==> src/rtl/adc_pkg.sv <==
// Shared types and default sizing for the ADC sequencer slice.
package adc_pkg;

    typedef enum logic [2:0] {
        IDLE,
        START,
        RELEASE,
        ACCUM,
        EMIT
    } seq_state_t;

    localparam int DEFAULT_RESOLUTION = 4;
    localparam int DEFAULT_AVG_LOG2   = 2;

endpackage

==> src/rtl/adc_sequencer_if.sv <==
// SAR start/ready handshake plus the averaged-result valid/ready stream.
interface adc_sequencer_if
    import adc_pkg::*;
#(
    parameter int RESOLUTION = DEFAULT_RESOLUTION
);

    logic                  adc_start_o;
    logic                  adc_rdy_i;
    logic [RESOLUTION-1:0] adc_result_i;
    logic [RESOLUTION-1:0] data_o;
    logic                  valid_o;
    logic                  ready_i;

    modport master (
        output adc_start_o,
        input  adc_rdy_i,
        input  adc_result_i,
        output data_o,
        output valid_o,
        input  ready_i
    );

    modport slave (
        input  adc_start_o,
        output adc_rdy_i,
        output adc_result_i,
        input  data_o,
        input  valid_o,
        output ready_i
    );

endinterface

==> src/rtl/adc_tick_gen.sv <==
// Sample-period counter with a one-deep pending-tick latch; a tick that
// finds the latch already full is dropped and reported as an overrun pulse.
module adc_tick_gen #(
    parameter int DIV_WIDTH = 16
) (
    input  logic                 clk_i,
    input  logic                 rst_ni,
    input  logic                 en_i,
    input  logic [DIV_WIDTH-1:0] period_i,
    input  logic                 consume_i,
    input  logic                 flush_i,
    output logic                 tickPend_o,
    output logic                 tickOverrun_o
);

    logic [DIV_WIDTH-1:0] count_q, count_d;
    logic                 tickPend_q, tickPend_d;
    logic                 tick;

    // Wrap on >= so a period shortened mid-count cannot run away to all-ones.
    always_comb begin
        tick       = en_i && (count_q >= period_i);
        count_d    = '0;
        tickPend_d = tickPend_q;
        if (en_i && !tick) begin
            count_d = count_q + 1'b1;
        end
        if (flush_i || consume_i) begin
            tickPend_d = 1'b0;
        end else if (tick) begin
            tickPend_d = 1'b1;
        end
    end

    always_ff @(posedge clk_i or negedge rst_ni) begin
        if (!rst_ni) begin
            count_q    <= '0;
            tickPend_q <= 1'b0;
        end else begin
            count_q    <= count_d;
            tickPend_q <= tickPend_d;
        end
    end

    assign tickPend_o    = tickPend_q;
    assign tickOverrun_o = tick && tickPend_q;

endmodule

==> src/rtl/adc_sequencer.sv <==
// Periodic SAR conversion sequencer: drives the start/ready handshake,
// averages 2^AVG_LOG2 results and offers the average on a valid/ready stream.
module adc_sequencer
    import adc_pkg::*;
#(
    parameter int RESOLUTION = DEFAULT_RESOLUTION,
    parameter int AVG_LOG2   = DEFAULT_AVG_LOG2,
    parameter int DIV_WIDTH  = 16,
    parameter int TIMEOUT    = 64
) (
    input  logic                 clk_i,
    input  logic                 rst_ni,
    input  logic                 en_i,
    input  logic [DIV_WIDTH-1:0] period_i,
    input  logic                 clear_i,
    adc_sequencer_if.master      bus,
    output logic                 overrun_o,
    output logic                 timeout_o,
    output logic                 busy_o
);

    localparam int ACC_W  = RESOLUTION + AVG_LOG2;
    localparam int CNT_W  = (AVG_LOG2 > 0) ? AVG_LOG2 : 1;
    localparam int WAIT_W = $clog2(TIMEOUT + 1);
    localparam logic [CNT_W-1:0]  LAST_SAMPLE = CNT_W'((1 << AVG_LOG2) - 1);
    localparam logic [WAIT_W-1:0] WAIT_LAST   = WAIT_W'(TIMEOUT - 1);

    seq_state_t            state_q;
    logic                  start_q, valid_q, busy_q, overrun_q, timeout_q;
    logic [RESOLUTION-1:0] data_q, result_q;
    logic [ACC_W-1:0]      acc_q;
    logic [CNT_W-1:0]      sampleCnt_q;
    logic [WAIT_W-1:0]     waitCnt_q;
    logic                  tickPend, tickOverrun, consume, flush;

    assign consume = (state_q == IDLE) && en_i && tickPend;
    assign flush   = (state_q == IDLE) && !en_i;

    adc_tick_gen #(
        .DIV_WIDTH(DIV_WIDTH)
    ) u_tick_gen (
        .clk_i        (clk_i),
        .rst_ni       (rst_ni),
        .en_i         (en_i),
        .period_i     (period_i),
        .consume_i    (consume),
        .flush_i      (flush),
        .tickPend_o   (tickPend),
        .tickOverrun_o(tickOverrun)
    );

    // Sticky flags are cleared first so a same-cycle set event overrides the clear.
    always_ff @(posedge clk_i or negedge rst_ni) begin
        if (!rst_ni) begin
            state_q     <= IDLE;
            start_q     <= 1'b0;
            valid_q     <= 1'b0;
            busy_q      <= 1'b0;
            overrun_q   <= 1'b0;
            timeout_q   <= 1'b0;
            data_q      <= '0;
            result_q    <= '0;
            acc_q       <= '0;
            sampleCnt_q <= '0;
            waitCnt_q   <= '0;
        end else begin
            if (clear_i) begin
                overrun_q <= 1'b0;
                timeout_q <= 1'b0;
            end
            if (tickOverrun) begin
                overrun_q <= 1'b1;
            end
            if (valid_q && bus.ready_i) begin
                valid_q <= 1'b0;
            end
            unique case (state_q)
                IDLE: begin
                    if (!en_i) begin
                        acc_q       <= '0;
                        sampleCnt_q <= '0;
                    end else if (tickPend) begin
                        state_q   <= START;
                        start_q   <= 1'b1;
                        busy_q    <= 1'b1;
                        waitCnt_q <= '0;
                    end
                end
                START, RELEASE: begin
                    if (state_q == START && bus.adc_rdy_i) begin
                        state_q   <= RELEASE;
                        start_q   <= 1'b0;
                        waitCnt_q <= '0;
                    end else if (state_q == RELEASE && !bus.adc_rdy_i) begin
                        state_q  <= ACCUM;
                        result_q <= bus.adc_result_i;
                    end else if (waitCnt_q == WAIT_LAST) begin
                        state_q     <= IDLE;
                        start_q     <= 1'b0;
                        busy_q      <= 1'b0;
                        timeout_q   <= 1'b1;
                        acc_q       <= '0;
                        sampleCnt_q <= '0;
                    end else begin
                        waitCnt_q <= waitCnt_q + 1'b1;
                    end
                end
                ACCUM: begin
                    acc_q <= acc_q + ACC_W'(result_q);
                    if (sampleCnt_q == LAST_SAMPLE) begin
                        sampleCnt_q <= '0;
                        state_q     <= EMIT;
                    end else begin
                        sampleCnt_q <= sampleCnt_q + 1'b1;
                        state_q     <= IDLE;
                        busy_q      <= 1'b0;
                    end
                end
                EMIT: begin
                    if (!valid_q || bus.ready_i) begin
                        data_q  <= RESOLUTION'(acc_q >> AVG_LOG2);
                        valid_q <= 1'b1;
                    end else begin
                        overrun_q <= 1'b1;
                    end
                    acc_q   <= '0;
                    state_q <= IDLE;
                    busy_q  <= 1'b0;
                end
                default: begin
                    state_q <= IDLE;
                    busy_q  <= 1'b0;
                end
            endcase
        end
    end

    assign bus.adc_start_o = start_q;
    assign bus.data_o      = data_q;
    assign bus.valid_o     = valid_q;
    assign overrun_o       = overrun_q;
    assign timeout_o       = timeout_q;
    assign busy_o          = busy_q;

endmodule

==> src/flat_wrapper.sv <==
// flat-port wrapper written by rule: the top's interface ports become plain ports
module adc_sequencer_flat import adc_pkg::*;
#(
    parameter int RESOLUTION = DEFAULT_RESOLUTION,
    parameter int AVG_LOG2   = DEFAULT_AVG_LOG2,
    parameter int DIV_WIDTH  = 16,
    parameter int TIMEOUT    = 64
)
  (clk_i, rst_ni, en_i, period_i, clear_i, overrun_o, timeout_o, busy_o, bus_adc_start_o, bus_adc_rdy_i, bus_adc_result_i, bus_data_o, bus_valid_o, bus_ready_i);
  adc_sequencer_if #(.RESOLUTION(RESOLUTION)) bus_i ();
  input  logic clk_i;
  input  logic rst_ni;
  input  logic en_i;
  input  logic [DIV_WIDTH-1:0] period_i;
  input  logic clear_i;
  output logic overrun_o;
  output logic timeout_o;
  output logic busy_o;
  output wire logic [$bits(bus_i.adc_start_o)-1:0] bus_adc_start_o;
  input wire logic [$bits(bus_i.adc_rdy_i)-1:0] bus_adc_rdy_i;
  input wire logic [$bits(bus_i.adc_result_i)-1:0] bus_adc_result_i;
  output wire logic [$bits(bus_i.data_o)-1:0] bus_data_o;
  output wire logic [$bits(bus_i.valid_o)-1:0] bus_valid_o;
  input wire logic [$bits(bus_i.ready_i)-1:0] bus_ready_i;
  assign bus_adc_start_o = bus_i.adc_start_o;
  assign bus_i.adc_rdy_i = bus_adc_rdy_i;
  assign bus_i.adc_result_i = bus_adc_result_i;
  assign bus_data_o = bus_i.data_o;
  assign bus_valid_o = bus_i.valid_o;
  assign bus_i.ready_i = bus_ready_i;
  adc_sequencer #(.RESOLUTION(RESOLUTION), .AVG_LOG2(AVG_LOG2), .DIV_WIDTH(DIV_WIDTH), .TIMEOUT(TIMEOUT)) u_core (.clk_i(clk_i), .rst_ni(rst_ni), .en_i(en_i), .period_i(period_i), .clear_i(clear_i), .bus(bus_i), .overrun_o(overrun_o), .timeout_o(timeout_o), .busy_o(busy_o));
endmodule
==> config.mk <==
export PLATFORM = sky130hd
export DESIGN_NAME = adc_sequencer_flat
export DESIGN_NICKNAME = d
export VERILOG_FILES = /design/src/rtl/adc_pkg.sv /design/src/rtl/adc_sequencer_if.sv /design/src/rtl/adc_tick_gen.sv /design/src/rtl/adc_sequencer.sv /design/src/flat_wrapper.sv
export SDC_FILE = /design/constraint.sdc
export NUM_CORES = 1
export LEC_CHECK = 0
export CAP_MARGIN = 5
export CORE_ASPECT_RATIO = 1.75
export CORE_MARGIN = 2
export CORE_UTILIZATION = 50
export CTS_CLUSTER_SIZE = 25
export DETAILED_ROUTE_END_ITERATION = 12
export MAX_ROUTING_LAYER = met4
export PLACE_DENSITY = 0.72
export SETUP_SLACK_MARGIN = 0.02
export SLEW_MARGIN = 0
export SYNTH_ARGS = -nofsm -noshare
export SYNTH_HDL_FRONTEND = slang
export SYNTH_SLANG_ARGS = --single-unit
export TNS_END_PERCENT = 1
==> constraint.sdc <==
create_clock -name clk_i -period 5.32 [get_ports clk_i]
set_input_delay 1.064 -clock clk_i [delete_from_list [all_inputs] [get_ports clk_i]]
set_output_delay 1.064 -clock clk_i [all_outputs]
set_load 0.02 [all_outputs]
==> metrics <==
Synth top area share=between 40% and 50%; Final setup viols=0; die width=roughly 62 um; WP data arrival=~3.2 ns; Synth area leaders=dfrtp_1 41%, ha_1 9.8%, inv_1 3.8%; total core area=roughly 5800 um2; Initial DRT Pass Iterations=4; DRT iter0 DRCs=99; Worst Tran Pin Value=around 1.1 ns; Sw Ratio=32.2%; post-route ant nets=0; CP Max Fanout=16; min cycle time layout=a little over 3 ns; Syn. warnings=0; Die Area=6530 um2; Initial Util=50.7%; Logic pwr share=between 30% and 40%; crit-path cells=clkdlybuf4s50_1 -> inv_1 -> ha_1 -> o21ai_0 -> a221oi_1 -> o31a_1 -> nor3_1; status=completed; latest clock arrival within the worst-skew pair=0.31 ns; port bufs=34; critical path launch point type=input pin; synthesized flop and latch total=48; setup repair bufs after CTS=0; post-route cell area=about 3500 um2; layout cells sized above 1=around 8.4%; Synth top cells by count=48 x dfrtp_1, 30 x inv_1, 28 x nand2_1; ant diodes=0; post-synthesis net count=360; initial antenna violation count=0; Slew Viols, Final=0; FMAX=between 0.3 and 0.4 GHz; via density per instance=roughly 5.5; post-CTS sizing=0; largest net degree at the start of global routing=49; pre-CTS WS=roughly 1.9 ns; CTS clk-pin slew, worst paths=0.10 ns; maximum VDD drop=approximately 180 uV; Seq pwr share=between 30 and 40%; clk sinks=48; Pint=around 0.85 mW; static leakage=roughly 1.6 nW; area growth from synthesis to layout=18.7%; fin worst setup slack=between 2 and 2.5 ns; Post-layout nets=about 390; Setup TNS=0 ns; Top FF cell, synth=dfrtp_1; Root Buffer=clkbuf_8; first-pass GRT wire length=slightly above 10000 um; Synth cell types=between 50 and 60; final RePlAce weighted congestion=approximately 0.83; cell with the most instances after synthesis=dfrtp_1; WL/cell=about 14 um; GR Overflow Total=0; DRC=0; clock skew=roughly 0.012 ns; MaxCap Viol Count=0; Req. time, crit path=5.47 ns; Total GRT Usage=21.0%; ys async rst share=between 90% and 100%; period utilization=between 50% and 60%; Netlist Area Pre-Place=a little under 3000 um2; cts hold-fix bufs=0; HP Class=reg2reg; WL final=6050 um; Seq/Total Area, Yosys=40.9%; P_sw=0.402 mW; total CTS buffers=5; num ports=35; detailed-route via count=about 2300; htree depth=2; final hold vios=0; Post-synth EDFFs=0; mean post-synth cell area=9.47 um2; Die Ht=about 110 um; clk buf depth=2; CP max stage delay=about 0.75 ns; CTS tree=yes; DPL Wire Length=4620 um; RSZ-0062 raised after global routing=false; post-placement cell area=roughly 3300 um2; vias in the first global route=2298; Slew HR=roughly 27%; slowest CP cell=o31a_1; Setup CP Type=in2reg; pwr/cell area=roughly 360 nW/um2; CP endpoint kind=flop; std cell rows=37; Synth Instances=310; Synth area leader=dfrtp_1; Clock Power Share=between 20% and 30%; Final Core Density=roughly three fifths
worst paths after layout:
check / startpoint / end / slack [ns] / cells after the start
max: period_i[1] / u_core.u_tick_gen.count_q[5] / 2.25 / 7
min: u_core.bus.data_o[3] / u_core.bus.data_o[3] / 0.49 / 2
max reg2reg: u_core.u_tick_gen.count_q[0] / u_core.u_tick_gen.count_q[5] / 2.97 / 6
min reg2reg: u_core.bus.data_o[3] / u_core.bus.data_o[3] / 0.49 / 2
max in group asynchronous: rst_ni / u_core.busy_o / 3.68 / 1
min in group asynchronous: rst_ni / u_core.bus.data_o[3] / 0.95 / 1
kinds of logic after synthesis:
group	count (synthesis)	share of synthesized area, %
and+or+nand+nor	108	20.3
AOI/OAI and AO/OA	69	15.7
DFF	48	40.9
buffers and inverters	38	5.24
adders and majority gates	24	10.5
xor gates and xnor gates	16	4.77
muxes	7	2.64
layout make-up:
| type | instances | area [um2] |
|---|---|---|
| clock inverters | 3 | 90.1 |
| repair buffers | 34 | 335 |
| well taps | 78 | 97.6 |
| clock buffers | 5 | 68.8 |
| fillers | 519 | 2300 |
| inverters | 30 | 113 |
| flip-flops and latches | 48 | 1200 |
| multi-input cells | 224 | 1580 |
power by group through the flow:
stage / registers (mW) / logic, mW / clock network, mW
2_1_floorplan: 0.481 / 0.302 / 0
3_3_place_gp: 0.499 / 0.376 / 0
3_5_place_dp: 0.504 / 0.391 / 0
4_1_cts: 0.496 / 0.393 / 0.369
5_1_grt: 0.507 / 0.440 / 0.382
6_report: 0.495 / 0.389 / 0.363
state kept, by name, summed over array words and instances, names as in the netlist:
| register | cells |
|---|---|
| u_core.acc_q | 6 |
| u_core.bus.adc_start_o | 1 |
| u_core.bus.data_o | 4 |
| u_core.bus.valid_o | 1 |
| u_core.busy_o | 1 |
| u_core.overrun_o | 1 |
| u_core.result_q | 4 |
| u_core.sampleCnt_q | 2 |
| u_core.state_q | 3 |
| u_core.timeout_o | 1 |
| u_core.u_tick_gen.count_q | 16 |
| u_core.u_tick_gen.tickPend_o | 1 |
| u_core.waitCnt_q | 7 |
layer usage:
metal	GRT usage (%)	wire (um)
met1	23.3	2500
met2	36.4	3240
met3	3.07	148
met4	7.90	172
met5	-	0
cells in the final DEF (no fill, tap or decap), types with 4 or more instances in the layout:
master | Yosys | routed
dfrtp_1 | 48 | 48
clkdlybuf4s50_1 | 0 | 33
inv_1 | 30 | 30
nand2_1 | 28 | 28
ha_1 | 23 | 23
nor2_1 | 18 | 18
o21ai_1 | 16 | 16
a21oi_1 | 14 | 14
nor3_1 | 12 | 12
nor3_2 | 11 | 11
xnor2_1 | 10 | 10
nand3_1 | 7 | 7
nand4_1 | 6 | 6
xor2_1 | 6 | 6
nand2b_1 | 6 | 6
a21o_1 | 5 | 5
clkbuf_8 | 0 | 5
o21ai_0 | 4 | 4
and3_1 | 4 | 4
o22ai_1 | 4 | 4
mux2_1 | 4 | 4
worst max-delay path, delay by kind of cell:
kind,cells,cell delay (ns)
AO/OA/AOI/OAI,3,1.26
buffers and inverters,2,0.49
adder cells (fa/ha/maj),1,0.26
AND/OR/NAND/NOR,1,0.14
metrics by stage:
stage / total power [mW] / cells / hold slack [ns]
4_1_cts: 1.26 / 422 / 0.501
5_1_grt: 1.33 / 422 / 0.527
3_5_place_dp: 0.895 / 414 / 0.479
2_1_floorplan: 0.783 / 310 / 0.455
6_report: 1.25 / 422 / 0.495
3_3_place_gp: 0.876 / 414 / 0.471
Power figures use the tool's default switching activity.
==> edit (config.mk and constraints unchanged) <==
`TIMEOUT` is set to 64 in 2 places; all go to 32.
--- a/src/rtl/adc_sequencer.sv
+++ b/src/rtl/adc_sequencer.sv
@@ -6,7 +6,7 @@
     parameter int RESOLUTION = DEFAULT_RESOLUTION,
     parameter int AVG_LOG2   = DEFAULT_AVG_LOG2,
     parameter int DIV_WIDTH  = 16,
-    parameter int TIMEOUT    = 64
+    parameter int TIMEOUT    = 32
 ) (
     input  logic                 clk_i,
     input  logic                 rst_ni,
--- a/src/flat_wrapper.sv
+++ b/src/flat_wrapper.sv
@@ -4,7 +4,7 @@
     parameter int RESOLUTION = DEFAULT_RESOLUTION,
     parameter int AVG_LOG2   = DEFAULT_AVG_LOG2,
     parameter int DIV_WIDTH  = 16,
-    parameter int TIMEOUT    = 64
+    parameter int TIMEOUT    = 32
 )
   (clk_i, rst_ni, en_i, period_i, clear_i, overrun_o, timeout_o, busy_o, bus_adc_start_o, bus_adc_rdy_i, bus_adc_result_i, bus_data_o, bus_valid_o, bus_ready_i);
   adc_sequencer_if #(.RESOLUTION(RESOLUTION)) bus_i ();
Function: same outputs for any inputs over 10 cycles, from zero or initial values and one cycle with rst_ni low; that may be too few to reach the edited logic, so the function may still have changed.
==> edit against the original RTL <==
- area after synthesis down 7.5%
- critical path type unchanged
- sequential cell count down 1
- cell area down 7.8%
- via count down 8.4%
- combinational power down 18%
- setup slack better by 0.085 ns
- first-iteration DRC count down 28%
- sequential power down 3%
- sequential share of layout area up 2.1 points
- non-clock buffer count unchanged
- routed wire length down 12%
- power down 12%
- global-route usage down 0.48 points
==> edit: results <==
group,metric,value,unit
placed_design,placedCellCount,364,
timing,clock_skew,0.00768,ns
worst_setup_path,arrival,3.21,ns
routing,first_pass_iters,6,
worst_setup_path,reg2reg_depth,7,
synthesis,ys_top_cells_by_area,"dfrtp_1 43%, ha_1 11%, nor2_1 5.1%",
synthesis,syn_nets,333,
grt,grt_pass1_vias,2110,
synthesis,ys_seq_area_share,43.3,%
power_and_ir_drop,p_leak,1.54,nW
placed_design,globalplace.congestion,0.877,
layout,reg.largest.list,"u_core.u_tick_gen.count_q (16), u_core.acc_q (6), u_core.waitCnt_q (6)",
layout,drive_above_1_share,6.62,%
worst_setup_path,cp_top_family,"simple AND/OR/NAND/NOR gates",
routing,drt_wl_total,5.32,mm
routing,wire_per_inst,14.3,µm
routing,drt-initial-drc-count,71,
worst_setup_path,reg2reg_slack,3.13,ns
grt,grt_usage,20.5,%
worst_setup_path,r2r_start,"u_core.u_tick_gen.count_q[0]$_DFF_PN0_",
worst_setup_path,cp_max_fo,15,
layout,fill_cells,476,
synthesis,syn_avg_cell_area,9.60,µm²
status,status,"complete, no violations",
layout,nets,366,
synthesis,yosysUniqueCellTypes,46,
placed_design,place_area,3080,µm²
timing,worst_pin_slew,1.03,ns
worst_setup_path,slowest_delay,0.53,ns
grt,grt_max_degree,48,
power_and_ir_drop,max-vdd-ir-drop,279,µV
worst_setup_path,crit_slowest_cell,"or4_4",
routing,viasPerCell,5.73,
placed_design,dp_hpwl,4.12,mm
synthesis,ys_top_cells_by_count,"47 x dfrtp_1, 37 x nor2_1, 24 x nand2_1",
edit: cell count changes after synthesis, moves of 4 or more:
| cell | before | now |
|---|---|---|
| nor2_1 | 18 | 37 |
| o21ai_0 | 4 | 9 |
| mux2_1 | 4 | 0 |
| nor3_1 | 12 | 8 |
| inv_1 | 30 | 20 |
| xor2_1 | 6 | 11 |
| mux2_2 | 2 | 8 |
| nand2_1 | 28 | 24 |
| o21ai_1 | 16 | 0 |
| clkbuf_1 | 2 | 7 |
| o22ai_1 | 4 | 0 |
| nor3_2 | 11 | 0 |
edit: cells by family (layout without fill, tap and decap cells):
kind of cell               Yosys count  after routing  synth area share [%]
DFF                                 47             47                  43.3
muxes                                9              9                  3.68
buffers and inverters               28             62                  4.14
and+or+nand+nor                    105            105                  18.3
AOI/OAI and AO/OA                   51             51                  13.1
xor gates and xnor gates            19             19                  6.12
adders and majority gates           24             24                  11.3
edit: worst min-delay path by stage:
stage,startpoint,endpoint,slack (ns),cells past startpoint
after detailed placement,u_core.sampleCnt_q[0]$_DFFE_PN0P_,u_core.sampleCnt_q[0]$_DFFE_PN0P_,0.48,1
after CTS,u_core.sampleCnt_q[0]$_DFFE_PN0P_,u_core.sampleCnt_q[0]$_DFFE_PN0P_,0.49,1
after floorplan,u_core.sampleCnt_q[0]$_DFFE_PN0P_,u_core.sampleCnt_q[0]$_DFFE_PN0P_,0.45,1
final,u_core.sampleCnt_q[0]$_DFFE_PN0P_,u_core.sampleCnt_q[0]$_DFFE_PN0P_,0.50,1
after global routing,u_core.bus.data_o[1]$_DFFE_PN0P_,u_core.bus.data_o[1]$_DFFE_PN0P_,0.53,1
after global placement,u_core.sampleCnt_q[0]$_DFFE_PN0P_,u_core.sampleCnt_q[0]$_DFFE_PN0P_,0.48,1
edit: metal layers:
metal	routed length (µm)	GRT usage (%)
met1	2150	23.3
met3	128	3.32
met2	2930	35.7
met5	0	-
met4	105	7.01
edit: per-stage QoR:
| step | total power, W | util, % | setup WS, ns |
|---|---|---|---|
| final | 0.00110 | 61.2 | 2.34 |
| after global routing | 0.00119 | 61.2 | 2.27 |
| after CTS | 0.00111 | 61.2 | 2.33 |
| after detailed placement | 0.000808 | 58.7 | 2.01 |
| after global placement | 0.000796 | 58.7 | 2.04 |
| after floorplan | 0.000714 | - | 2.58 |
edit: where the power goes:
group          leakage (nW)  internal [W]  total [W]  switching [W]
Combinational         0.841      0.000158   0.000318       0.000159
Sequential            0.637      0.000414   0.000481      0.0000668
Clock                0.0654      0.000188   0.000305       0.000117
edit: layout make-up:
type	count	area share, %
multi-input cells	208	44.4
flip-flops and latches	47	36.6
repair buffers	34	10.4
inverters	20	2.33
clock buffers	6	2.26
well taps	55	2.14
clock inverters	2	1.87
